$ cat src/rtl/ctrl_pkg.sv
// Shared types and constants for the RV32I multi-cycle control sequencer.
// Optional feature macro: MULTICYCLE_CTRL_TRAP_EN adds the TRAP state.
package ctrl_pkg;

    localparam int unsigned INSTR_W = 32;
    localparam int unsigned OPC_W   = 7;
    localparam int unsigned F3_W    = 3;
    localparam int unsigned ALU_W   = 4;
    localparam int unsigned IMM_W   = 3;
    localparam int unsigned WB_W    = 2;

    typedef enum logic [2:0] {
        S_FETCH  = 3'd0,
        S_DECODE = 3'd1,
        S_EXEC   = 3'd2,
        S_MEM    = 3'd3,
`ifdef MULTICYCLE_CTRL_TRAP_EN
        S_WB     = 3'd4,
        S_TRAP   = 3'd5
`else
        S_WB     = 3'd4
`endif
    } state_t;

    localparam logic [OPC_W-1:0] OPC_LOAD   = 7'b0000011;
    localparam logic [OPC_W-1:0] OPC_OP_IMM = 7'b0010011;
    localparam logic [OPC_W-1:0] OPC_AUIPC  = 7'b0010111;
    localparam logic [OPC_W-1:0] OPC_STORE  = 7'b0100011;
    localparam logic [OPC_W-1:0] OPC_OP     = 7'b0110011;
    localparam logic [OPC_W-1:0] OPC_LUI    = 7'b0110111;
    localparam logic [OPC_W-1:0] OPC_BRANCH = 7'b1100011;
    localparam logic [OPC_W-1:0] OPC_JALR   = 7'b1100111;
    localparam logic [OPC_W-1:0] OPC_JAL    = 7'b1101111;
    localparam logic [OPC_W-1:0] OPC_FENCE  = 7'b0001111;

    localparam logic [ALU_W-1:0] ALU_ADD   = 4'b0000;
    localparam logic [ALU_W-1:0] ALU_SLL   = 4'b0001;
    localparam logic [ALU_W-1:0] ALU_SLT   = 4'b0010;
    localparam logic [ALU_W-1:0] ALU_SLTU  = 4'b0011;
    localparam logic [ALU_W-1:0] ALU_XOR   = 4'b0100;
    localparam logic [ALU_W-1:0] ALU_SRL   = 4'b0101;
    localparam logic [ALU_W-1:0] ALU_OR    = 4'b0110;
    localparam logic [ALU_W-1:0] ALU_AND   = 4'b0111;
    localparam logic [ALU_W-1:0] ALU_SUB   = 4'b1000;
    localparam logic [ALU_W-1:0] ALU_PASSB = 4'b1001;
    localparam logic [ALU_W-1:0] ALU_SRA   = 4'b1101;

    localparam logic [IMM_W-1:0] IMM_I = 3'd0;
    localparam logic [IMM_W-1:0] IMM_S = 3'd1;
    localparam logic [IMM_W-1:0] IMM_B = 3'd2;
    localparam logic [IMM_W-1:0] IMM_U = 3'd3;
    localparam logic [IMM_W-1:0] IMM_J = 3'd4;

    localparam logic [WB_W-1:0] WB_ALU = 2'b00;
    localparam logic [WB_W-1:0] WB_MEM = 2'b01;
    localparam logic [WB_W-1:0] WB_PC4 = 2'b10;

    // True for every opcode the core implements (FENCE included)
    function automatic logic is_legal(input logic [OPC_W-1:0] opc);
        case (opc)
            OPC_LOAD, OPC_OP_IMM, OPC_AUIPC, OPC_STORE, OPC_OP, OPC_LUI,
            OPC_BRANCH, OPC_JALR, OPC_JAL, OPC_FENCE: is_legal = 1'b1;
            default:                                  is_legal = 1'b0;
        endcase
    endfunction

endpackage

$ cat src/rtl/alu_decoder.sv
// Combinational ALU operation decode from opcode, funct3 and funct7[5].
module alu_decoder
    import ctrl_pkg::*;
(
    input  logic [OPC_W-1:0] opcode,
    input  logic [F3_W-1:0]  funct3,
    input  logic             funct7b5,
    output logic [ALU_W-1:0] alu_sel_c
);

    // funct3 maps straight onto the low ALU bits; bit 3 picks SUB/SRA variants
    always_comb begin
        alu_sel_c = ALU_ADD;
        case (opcode)
            OPC_OP:     alu_sel_c = {funct7b5 && (funct3 == 3'b000 || funct3 == 3'b101), funct3};
            OPC_OP_IMM: alu_sel_c = {funct7b5 && (funct3 == 3'b101), funct3};
            OPC_LUI:    alu_sel_c = ALU_PASSB;
            default:    alu_sel_c = ALU_ADD;
        endcase
    end

endmodule

$ cat src/rtl/multicycle_ctrl.sv
// RV32I multi-cycle control sequencer: FETCH/DECODE/EXEC/MEM/WB over a shared
// memory port. Outputs are combinational from state, instruction and handshake
// inputs. Optional macro MULTICYCLE_CTRL_TRAP_EN halts on illegal opcodes.
module multicycle_ctrl
    import ctrl_pkg::*;
(
    input  logic               clk,
    input  logic               reset,
    input  logic [INSTR_W-1:0] instruction,
    input  logic               mem_ready,
    input  logic               branch_taken,
    output logic               MemReq,
    output logic               MemRW,
    output logic               MemAddrSel,
    output logic               IRWrite,
    output logic               PCEn,
    output logic               PCSel,
    output logic               RegWEn,
    output logic               Asel,
    output logic               Bsel,
    output logic [IMM_W-1:0]   ImmSel,
    output logic [ALU_W-1:0]   ALUSel,
    output logic [WB_W-1:0]    WBSel,
    output logic               retire,
    output logic               trap
);

    state_t             state_q, state_d;
    logic [OPC_W-1:0]   opcode;
    logic [ALU_W-1:0]   ex_alu_c;
    logic               ex_asel_c, ex_bsel_c;
    logic [IMM_W-1:0]   ex_imm_c;
    logic               unused_instr_bits;

    assign opcode            = instruction[6:0];
    assign unused_instr_bits = ^{instruction[31], instruction[29:15], instruction[11:7]};

    alu_decoder u_alu_decoder (
        .opcode    (opcode),
        .funct3    (instruction[14:12]),
        .funct7b5  (instruction[30]),
        .alu_sel_c (ex_alu_c)
    );

    // Operand and immediate selects used while the ALU result must be valid
    always_comb begin
        ex_asel_c = 1'b0;
        ex_bsel_c = 1'b1;
        ex_imm_c  = IMM_I;
        case (opcode)
            OPC_OP:     ex_bsel_c = 1'b0;
            OPC_STORE:  ex_imm_c  = IMM_S;
            OPC_BRANCH: begin ex_asel_c = 1'b1; ex_imm_c = IMM_B; end
            OPC_AUIPC:  begin ex_asel_c = 1'b1; ex_imm_c = IMM_U; end
            OPC_LUI:    ex_imm_c = IMM_U;
            OPC_JAL:    begin ex_asel_c = 1'b1; ex_imm_c = IMM_J; end
            default:    ;
        endcase
    end

    // State register; reset forces FETCH
    always_ff @(posedge clk or posedge reset) begin
        if (reset) state_q <= S_FETCH;
        else       state_q <= state_d;
    end

    // Next state and control outputs; all outputs forced low while in reset
    always_comb begin
        state_d    = state_q;
        MemReq     = 1'b0;
        MemRW      = 1'b0;
        MemAddrSel = 1'b0;
        IRWrite    = 1'b0;
        PCEn       = 1'b0;
        PCSel      = 1'b0;
        RegWEn     = 1'b0;
        Asel       = 1'b0;
        Bsel       = 1'b0;
        ImmSel     = IMM_I;
        ALUSel     = ALU_ADD;
        WBSel      = WB_ALU;
        retire     = 1'b0;
        trap       = 1'b0;
        if (!reset) begin
            case (state_q)
                S_FETCH: begin
                    MemReq = 1'b1;
                    if (mem_ready) begin
                        IRWrite = 1'b1;
                        state_d = S_DECODE;
                    end
                end
                S_DECODE: begin
                    if (opcode == OPC_FENCE) begin
                        PCEn    = 1'b1;
                        retire  = 1'b1;
                        state_d = S_FETCH;
                    end else if (!is_legal(opcode)) begin
`ifdef MULTICYCLE_CTRL_TRAP_EN
                        state_d = S_TRAP;
`else
                        PCEn    = 1'b1;
                        retire  = 1'b1;
                        state_d = S_FETCH;
`endif
                    end else begin
                        state_d = S_EXEC;
                    end
                end
                S_EXEC: begin
                    Asel   = ex_asel_c;
                    Bsel   = ex_bsel_c;
                    ImmSel = ex_imm_c;
                    ALUSel = ex_alu_c;
                    if (opcode == OPC_LOAD || opcode == OPC_STORE) begin
                        state_d = S_MEM;
                    end else if (opcode == OPC_BRANCH) begin
                        PCEn    = 1'b1;
                        PCSel   = branch_taken;
                        retire  = 1'b1;
                        state_d = S_FETCH;
                    end else begin
                        state_d = S_WB;
                    end
                end
                S_MEM: begin
                    Asel       = ex_asel_c;
                    Bsel       = ex_bsel_c;
                    ImmSel     = ex_imm_c;
                    ALUSel     = ex_alu_c;
                    MemReq     = 1'b1;
                    MemAddrSel = 1'b1;
                    MemRW      = (opcode == OPC_STORE);
                    if (mem_ready) begin
                        if (opcode == OPC_STORE) begin
                            PCEn    = 1'b1;
                            retire  = 1'b1;
                            state_d = S_FETCH;
                        end else begin
                            state_d = S_WB;
                        end
                    end
                end
                S_WB: begin
                    RegWEn  = 1'b1;
                    PCEn    = 1'b1;
                    retire  = 1'b1;
                    state_d = S_FETCH;
                    if (opcode == OPC_LOAD) begin
                        WBSel = WB_MEM;
                    end else if (opcode == OPC_JAL || opcode == OPC_JALR) begin
                        WBSel = WB_PC4;
                        PCSel = 1'b1;
                    end
                end
`ifdef MULTICYCLE_CTRL_TRAP_EN
                S_TRAP: begin
                    trap = 1'b1;
                end
`endif
                default: state_d = S_FETCH;
            endcase
        end
    end

endmodule
$ cat config.mk
export PLATFORM = sky130hd
export DESIGN_NAME = multicycle_ctrl
export DESIGN_NICKNAME = d
export VERILOG_FILES = /design/src/rtl/ctrl_pkg.sv /design/src/rtl/alu_decoder.sv /design/src/rtl/multicycle_ctrl.sv
export SDC_FILE = /design/constraint.sdc
export NUM_CORES = 1
export LEC_CHECK = 0
export ABC_CLOCK_PERIOD_IN_PS = 3610
export CAP_MARGIN = 20
export CORE_MARGIN = 2
export CORE_UTILIZATION = 33
export CTS_BUF_LIST = sky130_fd_sc_hd__clkbuf_8
export DETAILED_ROUTE_END_ITERATION = 16
export PLACE_DENSITY = 0.9
export SLEW_MARGIN = 5
export SYNTH_ARGS = -nofsm -noshare
export SYNTH_HDL_FRONTEND = slang
export SYNTH_SLANG_ARGS = --single-unit
export TNS_END_PERCENT = 100
$ cat constraint.sdc
create_clock -name clk -period 3.61 [get_ports clk]
set_clock_uncertainty 0.1 [all_clocks]
set_input_delay 0.361 -clock clk [delete_from_list [all_inputs] [get_ports clk]]
set_output_delay 0.361 -clock clk [all_outputs]
set_load 0.05 [all_outputs]
**Yosys cells after proc, flatten, opt, wreduce, memory -nomap -nowiden**

Cells that the tools add are included.

- Register bits after elaboration: 3
- Logic and storage cells: 85

- Equality and inequality tests: 17
- Mux-type cells: 53
- Bitwise gates (word level): 1
- Reductions and logical operators: 13

Operators by type and width:

| kind | count |
|---|---|
| 1-bit two-way mux | 33 |
| 3-bit case mux with 4 select lines | 2 |
| 7-bit by 6-bit == test with 1-bit output, second input constant | 3 |
| 7-bit == test, second input constant | 3 |
| 3-bit two-way mux | 7 |
| 7-bit by 5-bit == test with 1-bit output, second input constant | 2 |
| 2-bit two-way mux | 6 |
| 4-bit case mux with 3 select lines | 1 |
| 10-bit OR reduction | 1 |
| 4-bit two-way mux | 2 |
| 7-bit by 2-bit == test with 1-bit output, second input constant | 1 |
| 7-bit by 4-bit == test with 1-bit output, second input constant | 1 |
| 3-bit by 2-bit == test with 1-bit output, second input constant | 2 |
| 3-bit == test, second input constant | 2 |
| 3-bit zero test | 2 |
| 2-bit OR reduction | 3 |
| 2-bit != test, second input constant | 2 |
| 1-bit case mux with 4 select lines | 1 |
| 3-bit by 1-bit == test with 1-bit output, second input constant | 1 |
| 1-bit logical OR | 3 |
| 3-bit AND reduction | 1 |
| 3-bit OR reduction | 1 |
| 1-bit logical AND | 2 |
| 1-bit case mux with 2 select lines | 1 |
| 1-bit inverter | 1 |

**Longest topological paths before layout**

- Depth after elaboration: 10
- Gate-level depth with buffers: 6
- Gate-level depth less buffers: 4

**Cells and area by module**

From an unflattened synthesis, not the netlist that was laid out.

- Cells, all modules: 98
- Area total of the unflattened synthesis: 720.7 sq um

Modules (own cells, without submodules):

| module | instances | cells an instance | area each (sq um) | seq. area each (sq um) |
|---|---|---|---|---|
| multicycle_ctrl | 1 | 87 | 640.6 | 75.1 |
| alu_decoder | 1 | 11 | 80.1 | 0.0 |

**Least setup slack after synthesis**

OpenSTA, ideal clock, no wires.

- Kind: input-to-output
- Start point: in instruction[5]
- End point: out retire
- Data arrival time: 2.248 ns
- Required time: 3.149 ns
- Slack: 0.901 ns
- Stages on the path: 5
- Buffers on the path: 1
- Cell sequence: and3b_1 and2_1 o311a_1 o221ai_1 buf_4

- Word-level cells in the longest chain between the ends: 10
- Elaborated cells on any way between the ends: 24

Ends and longest elaborated chain:

| item | line | source |
|---|---|---|
| start, declared | multicycle_ctrl.sv:9 | `input logic [INSTR_W-1:0] instruction,` |
| 7-bit by 4-bit == test with 1-bit output, or another cell as far along | ctrl_pkg.sv:60, multicycle_ctrl.sv:94 |  |
| 10-bit OR reduction | ctrl_pkg.sv:60 | `case (opc)` |
| 1-bit two-way mux | ctrl_pkg.sv:60 |  |
| 1-bit two-way mux | multicycle_ctrl.sv:94 | `if (opcode == OPC_FENCE) begin` |
| 1-bit two-way mux | multicycle_ctrl.sv:85 | `case (state_q)` |
| 1-bit two-way mux | multicycle_ctrl.sv:84 | `if (!reset) begin` |
| 1-bit two-way mux (2 in series) | n/a |  |
| 1-bit case mux with 4 select lines * | n/a |  |
| 1-bit two-way mux * | n/a |  |
| end, declared | multicycle_ctrl.sv:24 | `output logic retire,` |

Every way passes the cells marked *; elsewhere a longest branch is shown, timed or not. The select of a mux whose other input is x is not followed.

**Final worst setup path**

- Start point: in instruction[3]
- End point: out PCEn

- Word-level cells in the longest chain between the ends: 10
- Elaborated cells on any way between the ends: 24

Ends and longest elaborated chain:

| item | line | source |
|---|---|---|
| 7-bit by 4-bit == test with 1-bit output, or another cell as far along | ctrl_pkg.sv:60, multicycle_ctrl.sv:94 |  |
| 10-bit OR reduction | ctrl_pkg.sv:60 |  |
| 1-bit two-way mux | ctrl_pkg.sv:60 |  |
| 1-bit two-way mux | multicycle_ctrl.sv:94 |  |
| 1-bit two-way mux | multicycle_ctrl.sv:85 |  |
| 1-bit two-way mux | multicycle_ctrl.sv:84 |  |
| 1-bit two-way mux | multicycle_ctrl.sv:98 | `end else if (!is_legal(opcode)) begin` |
| 1-bit two-way mux | multicycle_ctrl.sv:94 |  |
| 1-bit case mux with 4 select lines * | multicycle_ctrl.sv:85 |  |
| 1-bit two-way mux * | multicycle_ctrl.sv:84 |  |
| end, declared | multicycle_ctrl.sv:16 | `output logic PCEn,` |

Marks and branches as above.

==> summary.txt <==
Finish
  • Biggest regs: state_q: 3 flops
  • Most frequent cells in the layout: 33 x clkdlybuf4s50_1, 8 x nor3_1, 8 x nor2_1
  • Reg with most FFs: state_q
  • Fin nets: roughly 150
  • Syn-to-layout area delta: 62.4%
  • Ant. Diodes: 0
  • Most common cell after layout, fill and taps aside: clkdlybuf4s50_1
  • Share of layout cells above drive strength 1: 0.0522
  • Number of flip-flops in the largest register: 3

Worst setup path
  • Worst Path Buf+Inv: 2
  • Top delay family on crit path: buffers and inverters
  • Cell mode on critical path: clkdlybuf4s50_1
  • Worst-path cell chain: clkdlybuf4s50_1 > nand4bb_4 > or3_1 > o21a_1 > o221ai_1 > clkdlybuf4s50_1
  • Crit-path max FO: 7
  • CP endpoint kind: primary output
  • Setup Crit Path Kind: input port to primary output
  • WP data required: 3150 ps
  • Arrival time worst endpoint: 2790 ps
  • CP startpoint kind: input port
  • Slowest cell on the critical path: clkdlybuf4s50_1
  • Delay of the slowest critical-path stage: between 800 and 900 ps

Clocking
  • Clock transition at path regs: 30 ps
  • Root Buffer: clkbuf_8
  • Num CTS Buffers: 3
  • Postcts setup bufs: 0
  • Skew-Pair Late Insertion Delay: roughly 220 ps
  • CTS max path bufs: 2
  • CTS tree: built
  • # resized after CTS: 0
  • Hold-fix buffers, CTS: 0
  • H-tree Lvls: 1
  • Number of clock sinks: 3

Die
  • Vert. Die Dim: 45.9 µm
  • Std-Cell Rows: 15
  • Die Width: roughly 46 µm
  • Starting Density: 0.343
  • I/O pin cnt: 56
  • Placeable Area: roughly 0.0017 mm²
  • Die ar.: 0.00211 mm²

Global route
  • Largest net degree at the start of global routing: 11
  • Number of global-route vias before repair: 682
  • Congestion Overflow GR: 0
  • First-pass GRT wire length: 2740 µm
  • Initial antenna violation count: 0
  • Global Route Usage Sum: 0.172

STA
  • Slew HR: 0.663
  • Final Setup Violations: 0
  • Worst Slack Setup Final: 356 ps
  • Final Hold Vio Count: 0
  • RSZ-0062 raised after global routing: false
  • Slew @ Worst Pin: a little over 500 ps
  • Slew Viols, Final: 0
  • Crit path time final: between 3000 and 4000 ps
  • Setup_tns: 0 ps
  • Max Freq: between 300 and 400 MHz
  • Final Cycle Share: 0.901

Placed design
  • DP HPWL: around 1300 µm
  • Global placer's final weighted congestion: about 0.88
  • Setup WS pre-CTS: approximately 360 ps
  • Port bufs: 33

Yosys
  • Post-synthesis xor/xnor area fraction: 0.0151
  • #FFs+latches synth: 3
  • YS warnings: 0
  • Sequential area share after synthesis: 0.130
  • Simple-gate share of the synthesized area: 0.533
  • Synthesized cell area: between 500 and 600 µm²
  • EDFF count, synth: 0
  • Main combinational cell family by area after synthesis: simple AND/OR/NAND/NOR gates
  • Synthesized net count: 120
  • Synth async-reset ratio: 1.00
  • Netlist cell types: 38
  • Post-synthesis mux area share: 0
  • Syn Area/Cell: 6.90 µm²
  • Mapped Cells: 84
  • Most used DFF post-synth: dfrtp_1
  • Adder-cell share of the synthesized area: 0.0173
  • Synth Area in Compound Gates: 0.199

Worst hold path
  • Hold Path Class: input port to asynchronous set/reset pin

Power and ir drop
  • PD cells: 237 mW/mm²
  • Worst vdd ir: 181 µV
  • Lkg Pwr: ~0.36 nW
  • Tot Pwr: ~0.22 mW

Route
  • Vias after detailed routing: roughly 760
  • Remaining DRCs: 0
  • Routed WL: about 1800 µm
  • Routed length per instance: 13.4 µm
  • Post-route ant nets: 0
  • Initial DRC Count: 15
  • Drt first pass iters: 4
  • Via-per-instance ratio: roughly 5.7

Status
  • Status: completed

Run
  • Max-cap violations: 0
per-stage QoR:
stage	util	hold WS [ps]	cells	cell area, µm²
after floorplan	-	189	84	579
after global placement	0.530	558	128	896
after detailed placement	0.530	586	128	896
after CTS	0.557	455	132	941
after global routing	0.557	507	132	941
final	0.557	469	132	941
layer usage:
layer  up-vias  share of wire  GRT usage
li1        371              -          -
met1       344           0.44      0.210
met2        36           0.46      0.289
met3         4          0.077     0.0238
met4         0          0.014     0.0857
met5         -              0          0
logic make-up (layout without fill, tap and decap cells):
kind of cell | after synthesis | after routing
adder cells (fa/ha/maj) | 1 | 1
AND/OR/NAND/NOR | 49 | 49
XOR/XNOR | 1 | 1
other | 1 | 1
AO/OA/AOI/OAI | 17 | 17
flip-flops | 3 | 3
buffers and inverters | 12 | 43
worst paths after layout:
| path | slack, ps | cells past startpoint | startpoint | end |
|---|---|---|---|---|
| worst max-delay path | 360 | 6 | instruction[3] | PCEn |
| worst min-delay path | 470 | 2 | reset | state_q[0] |
| worst max register to register | 2090 | 3 | state_q[2] | state_q[2] |
| worst min register to register | 600 | 2 | state_q[2] | state_q[2] |
| max in group asynchronous | 2750 | 2 | reset | state_q[1] |
| min in group clk | 600 | 2 | state_q[2] | state_q[2] |
final cells by class:
class	count	area, µm²
sequential	3	75.1
multi-input combinational	69	447
inverter	6	22.5
clock buffer	3	41.3
tap	17	21.3
timing repair buffer	33	330
fill	169	748
clock inverter	1	3.75
Yosys cell counts, drive strengths merged (2+ instances only):
| library cell | n | share of area |
|---|---|---|
| nand2b | 3 | 0.032 |
| a21oi | 6 | 0.052 |
| nor3 | 8 | 0.069 |
| o21ai | 2 | 0.017 |
| nor2 | 8 | 0.052 |
| o32ai | 2 | 0.030 |
| nand2 | 4 | 0.026 |
| nand4 | 2 | 0.022 |
| nor2b | 2 | 0.022 |
| or3 | 2 | 0.030 |
| inv | 6 | 0.039 |
| buf | 6 | 0.060 |
| dfrtp | 3 | 0.13 |
| and3 | 5 | 0.054 |
| nand3 | 5 | 0.052 |
power breakdown:
part | switching [mW] | leakage [nW] | internal [mW]
Combinational | 0.0482 | 0.296 | 0.0359
Sequential | 0.00615 | 0.0405 | 0.0361
Clock | 0.0243 | 0.0269 | 0.0726
worst reg2reg max path: stages, from the launching register on:
cell and delay, ps:
dfrtp_1 460, nor2_1 290, nand2_1 240, o32ai_1 320
No activity file was read; power rests on OpenSTA's default activity.
